### config.mk
export PLATFORM = sky130hd
export DESIGN_NAME = frame_sequencer
export DESIGN_NICKNAME = d
export VERILOG_FILES = /design/src/rtl/frame_pkg.sv /design/src/rtl/frame_addr_gen.sv /design/src/rtl/frame_sequencer.sv
export SDC_FILE = /design/constraint.sdc
export NUM_CORES = 1
export LEC_CHECK = 0
export CELL_PAD_IN_SITES_DETAIL_PLACEMENT = 0
export CELL_PAD_IN_SITES_GLOBAL_PLACEMENT = 1
export CORE_MARGIN = 10
export CORE_UTILIZATION = 44
export DETAILED_ROUTE_END_ITERATION = 12
export PLACE_DENSITY_LB_ADDON = 0.3
export SLEW_MARGIN = 20
export SYNTH_ARGS = -nofsm -noshare
export SYNTH_HDL_FRONTEND = slang
export SYNTH_SLANG_ARGS = --single-unit
### constraint.sdc
create_clock -name clk -period 17.8 [get_ports clk]
set_input_delay 3.56 -clock clk [delete_from_list [all_inputs] [get_ports clk]]
set_output_delay 3.56 -clock clk [all_outputs]
set_load 0.005 [all_outputs]
### src/rtl/frame_pkg.sv
// Shared definitions for the frame sequencer: FSM state encoding and
// the lane-to-word packing helper.
package frame_pkg;

  typedef enum logic [1:0] {
    ST_IDLE = 2'd0,
    ST_RUN  = 2'd1,
    ST_DONE = 2'd2
  } seq_state_t;

  // Number of memory words one step occupies: ceil(lane_count / lanes_per_word).
  // A non-positive packing factor degenerates to one lane per word.
  function automatic int words_per_step(input int lane_count, input int lanes_per_word);
    if (lanes_per_word <= 0) begin
      return lane_count;
    end else begin
      return (lane_count + lanes_per_word - 1) / lanes_per_word;
    end
  endfunction

endpackage

### src/rtl/frame_addr_gen.sv
// Address generator: holds the current request address and the start
// address of the current frame, plus the stride settings captured at start.
module frame_addr_gen
  import frame_pkg::*;
#(
  parameter int ADDR_WIDTH     = 32,
  parameter int STRIDE_WIDTH   = 8,
  parameter int LANE_COUNT     = 15,
  parameter int LANES_PER_WORD = 15
) (
  input  logic                    clk,
  input  logic                    reset,
  input  logic                    load,
  input  logic                    step_adv,
  input  logic                    frame_adv,
  input  logic [ADDR_WIDTH-1:0]   base_addr,
  input  logic [STRIDE_WIDTH-1:0] lane_stride,
  input  logic [ADDR_WIDTH-1:0]   frame_stride,
  output logic [ADDR_WIDTH-1:0]   mem_addr
);

  localparam int WORDS_PER_STEP = words_per_step(LANE_COUNT, LANES_PER_WORD);

  logic [ADDR_WIDTH-1:0]   addr_r;
  logic [ADDR_WIDTH-1:0]   frame_base_r;
  logic [STRIDE_WIDTH-1:0] lane_stride_r;
  logic [ADDR_WIDTH-1:0]   frame_stride_r;
  logic [ADDR_WIDTH-1:0]   step_inc_s;
  logic [ADDR_WIDTH-1:0]   next_frame_s;

  // Address increments; all sums wrap modulo 2^ADDR_WIDTH by truncation.
  assign step_inc_s   = ADDR_WIDTH'(lane_stride_r) * ADDR_WIDTH'(WORDS_PER_STEP);
  assign next_frame_s = frame_base_r + frame_stride_r;

  // Capture strides and base on start; step or jump to the next frame on advance.
  always_ff @(posedge clk or posedge reset) begin
    if (reset) begin
      addr_r         <= {ADDR_WIDTH{1'b0}};
      frame_base_r   <= {ADDR_WIDTH{1'b0}};
      lane_stride_r  <= {STRIDE_WIDTH{1'b0}};
      frame_stride_r <= {ADDR_WIDTH{1'b0}};
    end else if (load) begin
      addr_r         <= base_addr;
      frame_base_r   <= base_addr;
      lane_stride_r  <= lane_stride;
      frame_stride_r <= frame_stride;
    end else if (frame_adv) begin
      addr_r         <= next_frame_s;
      frame_base_r   <= next_frame_s;
    end else if (step_adv) begin
      addr_r         <= addr_r + step_inc_s;
    end
  end

  assign mem_addr = addr_r;

endmodule

### src/rtl/frame_sequencer.sv
// Frame sequencer: walks frame_count frames of frame_depth steps each,
// issuing one memory request per step under mem_ready backpressure.
module frame_sequencer
  import frame_pkg::*;
#(
  parameter int ADDR_WIDTH     = 32,
  parameter int DEPTH_WIDTH    = 16,
  parameter int STRIDE_WIDTH   = 8,
  parameter int LANE_COUNT     = 15,
  parameter int LANES_PER_WORD = 15
) (
  input  logic                    clk,
  input  logic                    reset,
  input  logic [ADDR_WIDTH-1:0]   base_addr,
  input  logic [DEPTH_WIDTH-1:0]  frame_depth,
  input  logic [STRIDE_WIDTH-1:0] lane_stride,
  input  logic [DEPTH_WIDTH-1:0]  frame_count,
  input  logic [ADDR_WIDTH-1:0]   frame_stride,
  input  logic                    start_trigger,
  input  logic                    abort,
  input  logic                    mem_ready,
  output logic                    mem_req,
  output logic [ADDR_WIDTH-1:0]   mem_addr,
  output logic                    engine_enable,
  output logic                    busy,
  output logic [DEPTH_WIDTH-1:0]  step_index,
  output logic [DEPTH_WIDTH-1:0]  frame_index,
  output logic                    frame_done,
  output logic                    seq_done,
  output logic                    aborted
);

  seq_state_t state_r, state_next_s;

  logic [DEPTH_WIDTH-1:0] depth_r;
  logic [DEPTH_WIDTH-1:0] count_r;

  logic                   mem_req_r, engine_enable_r, busy_r;
  logic [DEPTH_WIDTH-1:0] step_index_r, frame_index_r;
  logic                   frame_done_r, seq_done_r, aborted_r;

  logic                   mem_req_s, engine_enable_s, busy_s;
  logic [DEPTH_WIDTH-1:0] step_index_s, frame_index_s;
  logic                   frame_done_s, seq_done_s, aborted_s;
  logic                   load_s, step_adv_s, frame_adv_s;

  logic start_s, depth_nonzero_s, transfer_s, last_step_s, last_frame_s;

  assign start_s         = (state_r == ST_IDLE) && start_trigger;
  assign depth_nonzero_s = (frame_depth != {DEPTH_WIDTH{1'b0}});
  assign transfer_s      = mem_req_r && mem_ready;
  assign last_step_s     = (step_index_r == (depth_r - DEPTH_WIDTH'(1)));
  assign last_frame_s    = (frame_index_r == (count_r - DEPTH_WIDTH'(1)));

  // Latch depth and frame count on an accepted start (a count of 0 means 1).
  always_ff @(posedge clk or posedge reset) begin
    if (reset) begin
      depth_r <= {DEPTH_WIDTH{1'b0}};
      count_r <= {DEPTH_WIDTH{1'b0}};
    end else if (start_s) begin
      depth_r <= frame_depth;
      count_r <= (frame_count == {DEPTH_WIDTH{1'b0}}) ? DEPTH_WIDTH'(1) : frame_count;
    end
  end

  // FSM state register.
  always_ff @(posedge clk or posedge reset) begin
    if (reset) begin
      state_r <= ST_IDLE;
    end else begin
      state_r <= state_next_s;
    end
  end

  // FSM next-state logic; abort wins over a simultaneous transfer.
  always_comb begin
    state_next_s = state_r;
    case (state_r)
      ST_IDLE: begin
        if (start_trigger) begin
          state_next_s = depth_nonzero_s ? ST_RUN : ST_DONE;
        end else begin
          state_next_s = ST_IDLE;
        end
      end
      ST_RUN: begin
        if (abort) begin
          state_next_s = ST_IDLE;
        end else if (transfer_s && last_step_s && last_frame_s) begin
          state_next_s = ST_DONE;
        end else begin
          state_next_s = ST_RUN;
        end
      end
      ST_DONE: state_next_s = ST_IDLE;
      default: state_next_s = ST_IDLE;
    endcase
  end

  // FSM output logic: next values of the registered outputs and address-generator commands.
  always_comb begin
    mem_req_s       = mem_req_r;
    engine_enable_s = engine_enable_r;
    busy_s          = busy_r;
    step_index_s    = step_index_r;
    frame_index_s   = frame_index_r;
    frame_done_s    = 1'b0;
    seq_done_s      = 1'b0;
    aborted_s       = 1'b0;
    load_s          = 1'b0;
    step_adv_s      = 1'b0;
    frame_adv_s     = 1'b0;
    case (state_r)
      ST_IDLE: begin
        if (start_trigger) begin
          load_s          = 1'b1;
          step_index_s    = {DEPTH_WIDTH{1'b0}};
          frame_index_s   = {DEPTH_WIDTH{1'b0}};
          busy_s          = 1'b1;
          mem_req_s       = depth_nonzero_s;
          engine_enable_s = depth_nonzero_s;
        end else begin
          mem_req_s       = 1'b0;
          engine_enable_s = 1'b0;
          busy_s          = 1'b0;
        end
      end
      ST_RUN: begin
        if (abort) begin
          mem_req_s       = 1'b0;
          engine_enable_s = 1'b0;
          busy_s          = 1'b0;
          aborted_s       = 1'b1;
        end else if (transfer_s) begin
          if (!last_step_s) begin
            step_index_s  = step_index_r + DEPTH_WIDTH'(1);
            step_adv_s    = 1'b1;
          end else if (!last_frame_s) begin
            step_index_s  = {DEPTH_WIDTH{1'b0}};
            frame_index_s = frame_index_r + DEPTH_WIDTH'(1);
            frame_adv_s   = 1'b1;
            frame_done_s  = 1'b1;
          end else begin
            frame_done_s    = 1'b1;
            mem_req_s       = 1'b0;
            engine_enable_s = 1'b0;
          end
        end else begin
          mem_req_s = mem_req_r;
        end
      end
      ST_DONE: begin
        mem_req_s       = 1'b0;
        engine_enable_s = 1'b0;
        busy_s          = 1'b0;
        seq_done_s      = 1'b1;
      end
      default: begin
        mem_req_s       = 1'b0;
        engine_enable_s = 1'b0;
        busy_s          = 1'b0;
      end
    endcase
  end

  // Output registers.
  always_ff @(posedge clk or posedge reset) begin
    if (reset) begin
      mem_req_r       <= 1'b0;
      engine_enable_r <= 1'b0;
      busy_r          <= 1'b0;
      step_index_r    <= {DEPTH_WIDTH{1'b0}};
      frame_index_r   <= {DEPTH_WIDTH{1'b0}};
      frame_done_r    <= 1'b0;
      seq_done_r      <= 1'b0;
      aborted_r       <= 1'b0;
    end else begin
      mem_req_r       <= mem_req_s;
      engine_enable_r <= engine_enable_s;
      busy_r          <= busy_s;
      step_index_r    <= step_index_s;
      frame_index_r   <= frame_index_s;
      frame_done_r    <= frame_done_s;
      seq_done_r      <= seq_done_s;
      aborted_r       <= aborted_s;
    end
  end

  frame_addr_gen #(
    .ADDR_WIDTH     (ADDR_WIDTH),
    .STRIDE_WIDTH   (STRIDE_WIDTH),
    .LANE_COUNT     (LANE_COUNT),
    .LANES_PER_WORD (LANES_PER_WORD)
  ) u_addr_gen (
    .clk          (clk),
    .reset        (reset),
    .load         (load_s),
    .step_adv     (step_adv_s),
    .frame_adv    (frame_adv_s),
    .base_addr    (base_addr),
    .lane_stride  (lane_stride),
    .frame_stride (frame_stride),
    .mem_addr     (mem_addr)
  );

  assign mem_req       = mem_req_r;
  assign engine_enable = engine_enable_r;
  assign busy          = busy_r;
  assign step_index    = step_index_r;
  assign frame_index   = frame_index_r;
  assign frame_done    = frame_done_r;
  assign seq_done      = seq_done_r;
  assign aborted       = aborted_r;

endmodule
## Yosys cells after proc, flatten, opt, wreduce, memory -nomap -nowiden

Cells that the tools add are included.

- Add/sub/neg operators: 6
- Eq/ne operators: 14
- Multiplexer cells: 48
- Reduce and logical (&&, ||, !) cells: 13

Operators by type and width:

| operator | count |
|---|---|
| $mux 16 | 10 |
| $mux 32 | 5 |
| $pmux 16 s2 | 2 |
| $add 16x1->16 const B | 2 |
| $add 32x32->32 | 1 |
| $add 32x8->32 | 1 |
| $eq 16x16->1 | 2 |
| $sub 16x1->16 const B | 2 |
| $mux 1 | 24 |
| $logic_not 16->1 | 1 |
| $reduce_bool 16->1 | 1 |
| $ne 2x2->1 const B | 6 |
| $ne 3x3->1 const B | 4 |
| $mux 2 | 4 |
| $reduce_and 6->1 | 1 |
| $reduce_and 5->1 | 1 |
| $logic_and 1x1->1 | 4 |
| $pmux 1 s2 | 2 |
| $pmux 2 s2 | 1 |
| $reduce_bool 2->1 | 2 |
| $reduce_and 3->1 | 1 |
| $reduce_bool 3->1 | 1 |
| $eq 2x1->1 const B | 1 |
| $eq 2x2->1 const B | 1 |
| $logic_not 2->1 | 1 |

- Bits in registers: 175
- Input bits: 109
- Output and inout bits: 70
- Word-level logic and storage cells: 95

## Depth between registers and ports, before layout

Gate-level depths: netlist of run 1.

- Word-level depth: 9
- Mapped depth: 14
- Depth with buffers taken out: 12

## Cells and area by module

A second synthesis of run 1 with hierarchy kept.

- Cells, all modules: 1214
- Area total of the unflattened synthesis: 11041.8 µm²

Modules (own cells, without submodules):

| module | times used | cells an instance | area each (µm²) | seq. area each (µm²) |
|---|---|---|---|---|
| frame_addr_gen | 1 | 687 | 6577.6 | 2602.5 |
| frame_sequencer | 1 | 527 | 4464.3 | 1776.7 |

## Worst setup path after synthesis of run 1

No wires, ideal clock.

- Path type: in2reg
- Start point: input abort
- End point: register u_addr_gen.addr_r[5], in the netlist u_addr_gen.mem_addr[5]
- Setup time: 0.120 ns
- Arrival: 5.068 ns
- Required time: 17.680 ns
- Path slack: 12.613 ns
- Stages on the path: 8
- Buffers on the path: 1
- Cells stage by stage: nor2b_1 -> nand3_1 -> a21o_1 -> a2111oi_4 -> or2_4 -> buf_6 -> o211ai_1 -> a31o_1

- Word-level cells in the longest chain between the ends: 4
- Elaborated cells on any way between the ends: 7
- Those cells by class: 6 x mux; 1 x reduce/logical

Ends and longest elaborated chain:

| what | line | text |
|---|---|---|
| start: declaration | frame_sequencer.sv:20 | `input logic abort,` |
| $mux 1 | frame_sequencer.sv:129 | `if (abort) begin` |
| $mux 1 | frame_sequencer.sv:113 | `case (state_r)` |
| $mux 32 | frame_addr_gen.sv:47 | `end else if (frame_adv) begin` |
| $mux 32 | frame_addr_gen.sv:42 | `end else if (load) begin` |
| end signal: assignment | frame_addr_gen.sv:43 | `addr_r <= base_addr;` |
| end signal: assignment | frame_addr_gen.sv:48 | `addr_r <= next_frame_s;` |
| end signal: assignment | frame_addr_gen.sv:51 | `addr_r <= addr_r + step_inc_s;` |
| end: declaration | frame_addr_gen.sv:24 | `logic [ADDR_WIDTH-1:0] addr_r;` |

Several ways; a longest one is shown, not always the timed one.
A chain may end at the register's enable or synchronous reset.

## Worst setup path in the final report of run 1

- Start point: input start_trigger
- End point: register u_addr_gen.addr_r[10], in the netlist u_addr_gen.mem_addr[10]

- Word-level cells in the longest chain between the ends: 3
- Elaborated cells on any way between the ends: 4
- Those cells by class: 3 x mux; 1 x reduce/logical

Ends and longest elaborated chain:

| what | line | text |
|---|---|---|
| start: declaration | frame_sequencer.sv:19 | `input logic start_trigger,` |
| $mux 1 (*) | frame_sequencer.sv:115 | `if (start_trigger) begin` |
| $mux 1 (*) | frame_sequencer.sv:113 |  |
| $reduce_bool 3->1 (no source line) or $mux 32 (tied branches) | n/a |  |

Every way passes the cells marked *; elsewhere a longest branch is shown, timed or not.

==> results of run 1 <==
-- per-layer routing --
metal | routed length, um | part of all wire, % | GRT usage [%] | vias to the layer above
met4 | 592 | 1.7 | 5.194 | 0
met2 | 16000 | 47 | 33.51 | 306
met3 | 1851 | 5.4 | 4.538 | 38
li1 | - | - | - | 4976
met1 | 15880 | 46 | 27.32 | 4966
met5 | 0 | 0 | 0 | -
-- final timing paths --
check	startpoint	to	slack, ns	cells after the start
max	start_trigger	u_addr_gen.mem_addr[10]	11.78	9
min	state_r[0]	seq_done	0.45	1
max reg2reg	count_r[0]	step_index[0]	13.19	9
min reg2reg	state_r[0]	seq_done	0.45	1
max in group asynchronous	reset	u_addr_gen.mem_addr[0]	12.53	3
min in group asynchronous	reset	count_r[5]	3.67	2
-- per-stage QoR --
| stage | hold WS [ns] | setup WS (ns) | instances | power (uW) |
|---|---|---|---|---|
| finish | 0.4531 | 11.78 | 1801 | 1692 |
| global placement | 0.4581 | 11.36 | 1770 | 1299 |
| detailed placement | 0.4515 | 11.32 | 1770 | 1309 |
| global route | 0.4945 | 11.52 | 1801 | 1808 |
| CTS | 0.4599 | 11.78 | 1801 | 1696 |
| floorplan | 0.4223 | 9.495 | 1323 | 1067 |
-- registers in the layout, indices dropped and copies added, names as in the netlist --
register,flops
aborted,1
u_addr_gen.frame_stride_r,32
state_r,2
busy,1
engine_enable,1
frame_done,1
u_addr_gen.mem_addr,32
seq_done,1
depth_r,16
count_r,16
frame_index,16
u_addr_gen.frame_base_r,32
step_index,16
u_addr_gen.lane_stride_r,8
-- placed cells by master, fill, tap and decap left out, types with 5 or more instances in the layout --
cell and n:
clkdlybuf4s50_1 178, nand2_1 284, or4_1 10, mux2i_1 5
ha_1 43, nor2b_1 9, inv_1 35, or3_1 11
xor2_1 50, a21oi_1 81, and3_1 19, o2111ai_1 6
a311oi_1 6, a211oi_1 12, nor3_1 16, o21ai_0 63
o21a_1 17, and4_1 8, xnor2_1 45, nor2_1 94
nand3_1 31, and2_1 9, o22ai_1 8, a32o_1 5
nor4_1 23, a21o_1 23, clkbuf_16 17, nand2b_1 11
a31oi_1 19, o31ai_1 13, o211ai_1 18, buf_4 9
o31a_1 5, dfrtp_1 175, nand4_1 11
-- power by group --
group / switching [uW] / internal (uW) / total [uW]
clock: 166 / 215 / 381
combinational: 390 / 338 / 727
sequential: 100 / 483 / 583
-- critical path: stages --
cell             delay, ns
clkdlybuf4s50_1       0.46
nand2b_1              0.13
nor2_4                0.10
buf_4                 0.59
buf_4                 0.78
nand2_1               0.22
nor4bb_1              0.20
a31oi_1               0.15
o22a_1                0.15
-- cells by family after synthesis --
kind of cell,after synthesis
AND/OR/NAND/NOR,561
AO/OA/AOI/OAI,335
multiplexers,6
buffers and inverters,106
XOR/XNOR,95
adder cells (fa/ha/maj),45
flip-flops,175
-- final cells by class --
| type | count | area [um^2] | share of cell area (%) |
|---|---|---|---|
| Clock buffer | 19 | 452.9 | 3.282 |
| Clock inverter | 12 | 136.4 | 0.9883 |
| Inverter | 36 | 140.1 | 1.016 |
| Multi-Input combinational cell | 1042 | 6429 | 46.59 |
| Sequential cell | 175 | 4379 | 31.73 |
| Tap cell | 330 | 412.9 | 2.992 |
| Timing Repair Buffer | 187 | 1849 | 13.40 |
==> impl_metrics.json, run 1 <==
{
  "antenna_found_initial": 0,
  "synth.distinct_cells": 85,
  "synth-edff-count": 0,
  "slew_headroom_pct": 29.07,
  "cts_buffers": 17,
  "syn-num-nets": 1477,
  "worst_pin_slew_ns": 1.064,
  "ant_nets": 0,
  "netlist_instances": 1323,
  "nFillCells": 2377,
  "min_period_ns": 6.017,
  "antenna_cells": 0,
  "synth_most_common_cell": "nand2_1",
  "avgSynthCellArea_um2": 8.499,
  "max-cap-violations": 0,
  "io-pin-count": 179,
  "synthSimpleGateAreaFrac_pct": 23.20,
  "synth_warnings": 0,
  "place_congestion": 0.8699,
  "finalInstanceArea_um2": 13800,
  "cts_root_buffer": "clkbuf_16",
  "routed_wl_mm": 34.33,
  "setup_tns_ns": 0,
  "cp_max_fo": 75,
  "nNetsFinal": 1613,
  "via_count": 10286,
  "io_buffers": 178,
  "worstPathArrival_ns": 6.39,
  "muxShareOfSynthArea_pct": 0.5452,
  "hp-class": "flop to flop",
  "required_ns": 18.18,
  "ir_drop_v": 0.00006977,
  "critPathCaptureType": "flop",
  "die_width_um": 179.9,
  "post_cts_buffers": 0,
  "viasPerCell": 5.711,
  "synth_xor_area_share_pct": 7.400,
  "max_freq_ghz": 0.1662,
  "die_area_um2": 32350,
  "synth_largest_area_cell": "dfrtp_1",
  "drv_slew": 0,
  "synth_fa_ha_area_share_pct": 5.141,
  "grt_pass1_vias": 10364,
  "start_util_pct": 44.65,
  "drtPass1Iterations": 5,
  "worst_clock_skew_ns": 0.01707,
  "place_hpwl_mm": 24.61,
  "drtIter0Drc": 850,
  "synth_top_family_by_area": "simple AND/OR/NAND/NOR gates",
  "htree_levels": 4,
  "cts_resized": 0,
  "seq_area_frac_synth_pct": 38.95,
  "dpl_cell_area_um2": 13210,
  "syn2layout_area_growth_pct": 22.72,
  "synth-seq-cells": 175,
  "outcome": "finished clean",
  "powerDensity_nw_per_um2": 122.6,
  "grt_remaining_overflow": 0,
  "layout-drive-gt1-share_pct": 4.895,
  "cts_hold_buf": 0,
  "cts_buffer_depth": 2,
  "crit_type": "input port to flop",
  "drc": 0,
  "p_leak_uw": 0.005973,
  "fin_util_pct": 54.80,
  "track_usage_pct": 20.66,
  "grt_max_degree": 101,
  "async_flop_share_pct": 100.0,
  "die_height_um": 179.9,
  "ys_top_cells_by_area": "dfrtp_1 39%, nand2_1 9.5%, ha_1 4.8%",
  "synth_top_area_share_pct": 38.95,
  "fin_crit_sh_pct": 33.80,
  "wire_per_inst_um": 19.06,
  "netlist_top_cells_count": "284 x nand2_1, 175 x dfrtp_1, 95 x nor2_1",
  "clk-insertion-delay-late_ns": 0.44,
  "grt_pass1_wl_mm": 55.90,
  "finalSetupViolations": 0,
  "startpoint_type": "input port",
  "synth_compound_area_share_pct": 20.69,
  "cts_tree": "yes",
  "clock-sinks": 175,
  "synth_flop_cell": "dfrtp_1",
  "row_count": 58,
  "grt_setup_unrepaired": "no",
  "path_clk_slew_ns": 0.07,
  "finalHoldViolations": 0,
  "core_um2": 25180,
  "syn_area_um2": 11240
}
Power figures use the tool's default switching activity.
==> inputs of run 2 (changes only) <==
CORE_UTILIZATION = 37   (was 44)
clock period = 5.49 ns   (was 17.8 ns; I/O delays follow)
==> impl_metrics.json, run 2 (synthesized netlist as in run 1, its figures left out) <==
{
  "outcome": "finished clean",
  "ant_nets": 0,
  "slew_headroom_pct": 30.52,
  "path_clk_slew_ns": 0.07,
  "track_usage_pct": 18.54,
  "max_freq_ghz": 0.2350,
  "place_hpwl_mm": 26.81,
  "ir_drop_v": 0.0002347,
  "viasPerCell": 5.520,
  "mostFrequentLayoutCell": "nand2_1",
  "antenna_found_initial": 0,
  "syn2layout_area_growth_pct": 24.12,
  "clock-sinks": 175,
  "routed_wl_mm": 36.34,
  "multi_input_area_um2": 6429,
  "post_cts_buffers": 0,
  "startpoint_type": "flop",
  "cts_root_buffer": "clkbuf_16",
  "min_period_ns": 4.255,
  "cts_buffers": 17,
  "clk-insertion-delay-late_ns": 0.43,
  "finalPower_uw": 5556,
  "cts_tree": "yes",
  "required_ns": 5.81,
  "row_count": 63,
  "final_cell_mix": "284 x nand2_1, 178 x clkdlybuf4s50_1, 175 x dfrtp_1",
  "via_count": 10306,
  "setup_tns_ns": 0,
  "fin_crit_sh_pct": 77.51,
  "top_usage_layer": "met2",
  "powerDensity_nw_per_um2": 398.1,
  "start_util_pct": 37.74,
  "die_width_um": 194.3,
  "regArea_um2": 4379,
  "io-pin-count": 179,
  "nNetsFinal": 1618,
  "grt_use_met2_pct": 29.91,
  "grt_setup_unrepaired": "no",
  "grt_util_met1_pct": 24.56,
  "drv_slew": 0,
  "grt_max_degree": 148,
  "cp_max_fo": 20,
  "fin_util_pct": 46.84,
  "cts_resized": 0,
  "layout-drive-gt1-share_pct": 5.078,
  "slowest_delay_ns": 0.76,
  "htree_levels": 4,
  "io_buffers": 178,
  "p_leak_uw": 0.006004,
  "grt_pass1_vias": 10188,
  "grtUsageMet3_pct": 4.027,
  "critPathSlowestCell": "a2111o_1",
  "die_area_um2": 37760,
  "drc": 0,
  "finalSetupViolations": 0,
  "die_height_um": 194.3,
  "hp-class": "flop to flop",
  "worst_clock_skew_ns": 0.01255,
  "max-cap-violations": 0,
  "drtPass1Iterations": 7,
  "antenna_cells": 0,
  "finalHoldViolations": 0,
  "worstPathArrival_ns": 4.58,
  "crit_type": "flop to flop",
  "worst_pin_slew_ns": 1.042,
  "nFillCells": 2916,
  "core_um2": 29800,
  "cts_buffer_depth": 2,
  "critPathCaptureType": "flop",
  "wire_per_inst_um": 19.47,
  "cts_hold_buf": 0,
  "drtIter0Drc": 681,
  "grt_pass1_wl_mm": 57.33,
  "place_congestion": 0.8799,
  "crit_path_cell_trace": "inv_1, ha_1, or4b_4, or3_1, a211oi_2, o2111ai_1, or4_4, a2111o_1, buf_4, nor2_1, o21ai_0, a32o_1",
  "grt_remaining_overflow": 0
}
run 2: path summary, 6_finish.rpt:
check                            from                           to  slack, ns  cells past startpoint
max in group asynchronous       reset                   depth_r[9]       3.39                      3
max reg2reg                depth_r[0]       u_addr_gen.mem_addr[9]       1.23                     12
min in group asynchronous       reset  u_addr_gen.lane_stride_r[0]       1.16                      2
min                        state_r[0]                     seq_done       0.46                      1
max                        depth_r[0]       u_addr_gen.mem_addr[9]       1.23                     12
min reg2reg                state_r[0]                     seq_done       0.46                      1
run 2: report_power, final:
part / total, uW / internal [uW] / switching [uW]
logic: 2390 / 1100 / 1280
registers: 1900 / 1570 / 331
clock network: 1270 / 721 / 548
total: 5560 / 3390 / 2160
run 2: final cells by class:
type | count | share of cell area, %
clock buffers | 20 | 3.129
multi-input cells | 1042 | 46.06
repair buffers | 192 | 13.79
flip-flops and latches | 175 | 31.38
well taps | 390 | 3.496
inverters | 36 | 0.9951
clock inverters | 12 | 1.156
run 2: routing by layer:
metal	up-vias	share of wire, %
met1	4967	46
met3	38	5.3
li1	5004	-
met4	0	1.7
met2	297	47
met5	-	0
run 2: per-stage QoR:
step | hold slack (ns) | worst slack [ns] | instance area [um^2] | instances
3_3_place_gp | 0.4478 | 1.311 | 13360 | 1835
5_1_grt | 0.4805 | 1.005 | 13960 | 1867
3_5_place_dp | 0.4446 | 1.246 | 13360 | 1835
6_report | 0.4575 | 1.235 | 13960 | 1867
2_1_floorplan | 0.4223 | 1.895 | 11250 | 1323
4_1_cts | 0.4586 | 1.242 | 13960 | 1867
run 2: worst max-delay path: cells and delay by family, from the launching register on:
kind / cells / cell delay [ns]
buffers and inverters: 2 / 0.45
and+or+nand+nor: 4 / 1.58
adders and majority gates: 1 / 0.23
DFF: 1 / 0.43
AOI/OAI and AO/OA: 5 / 1.46
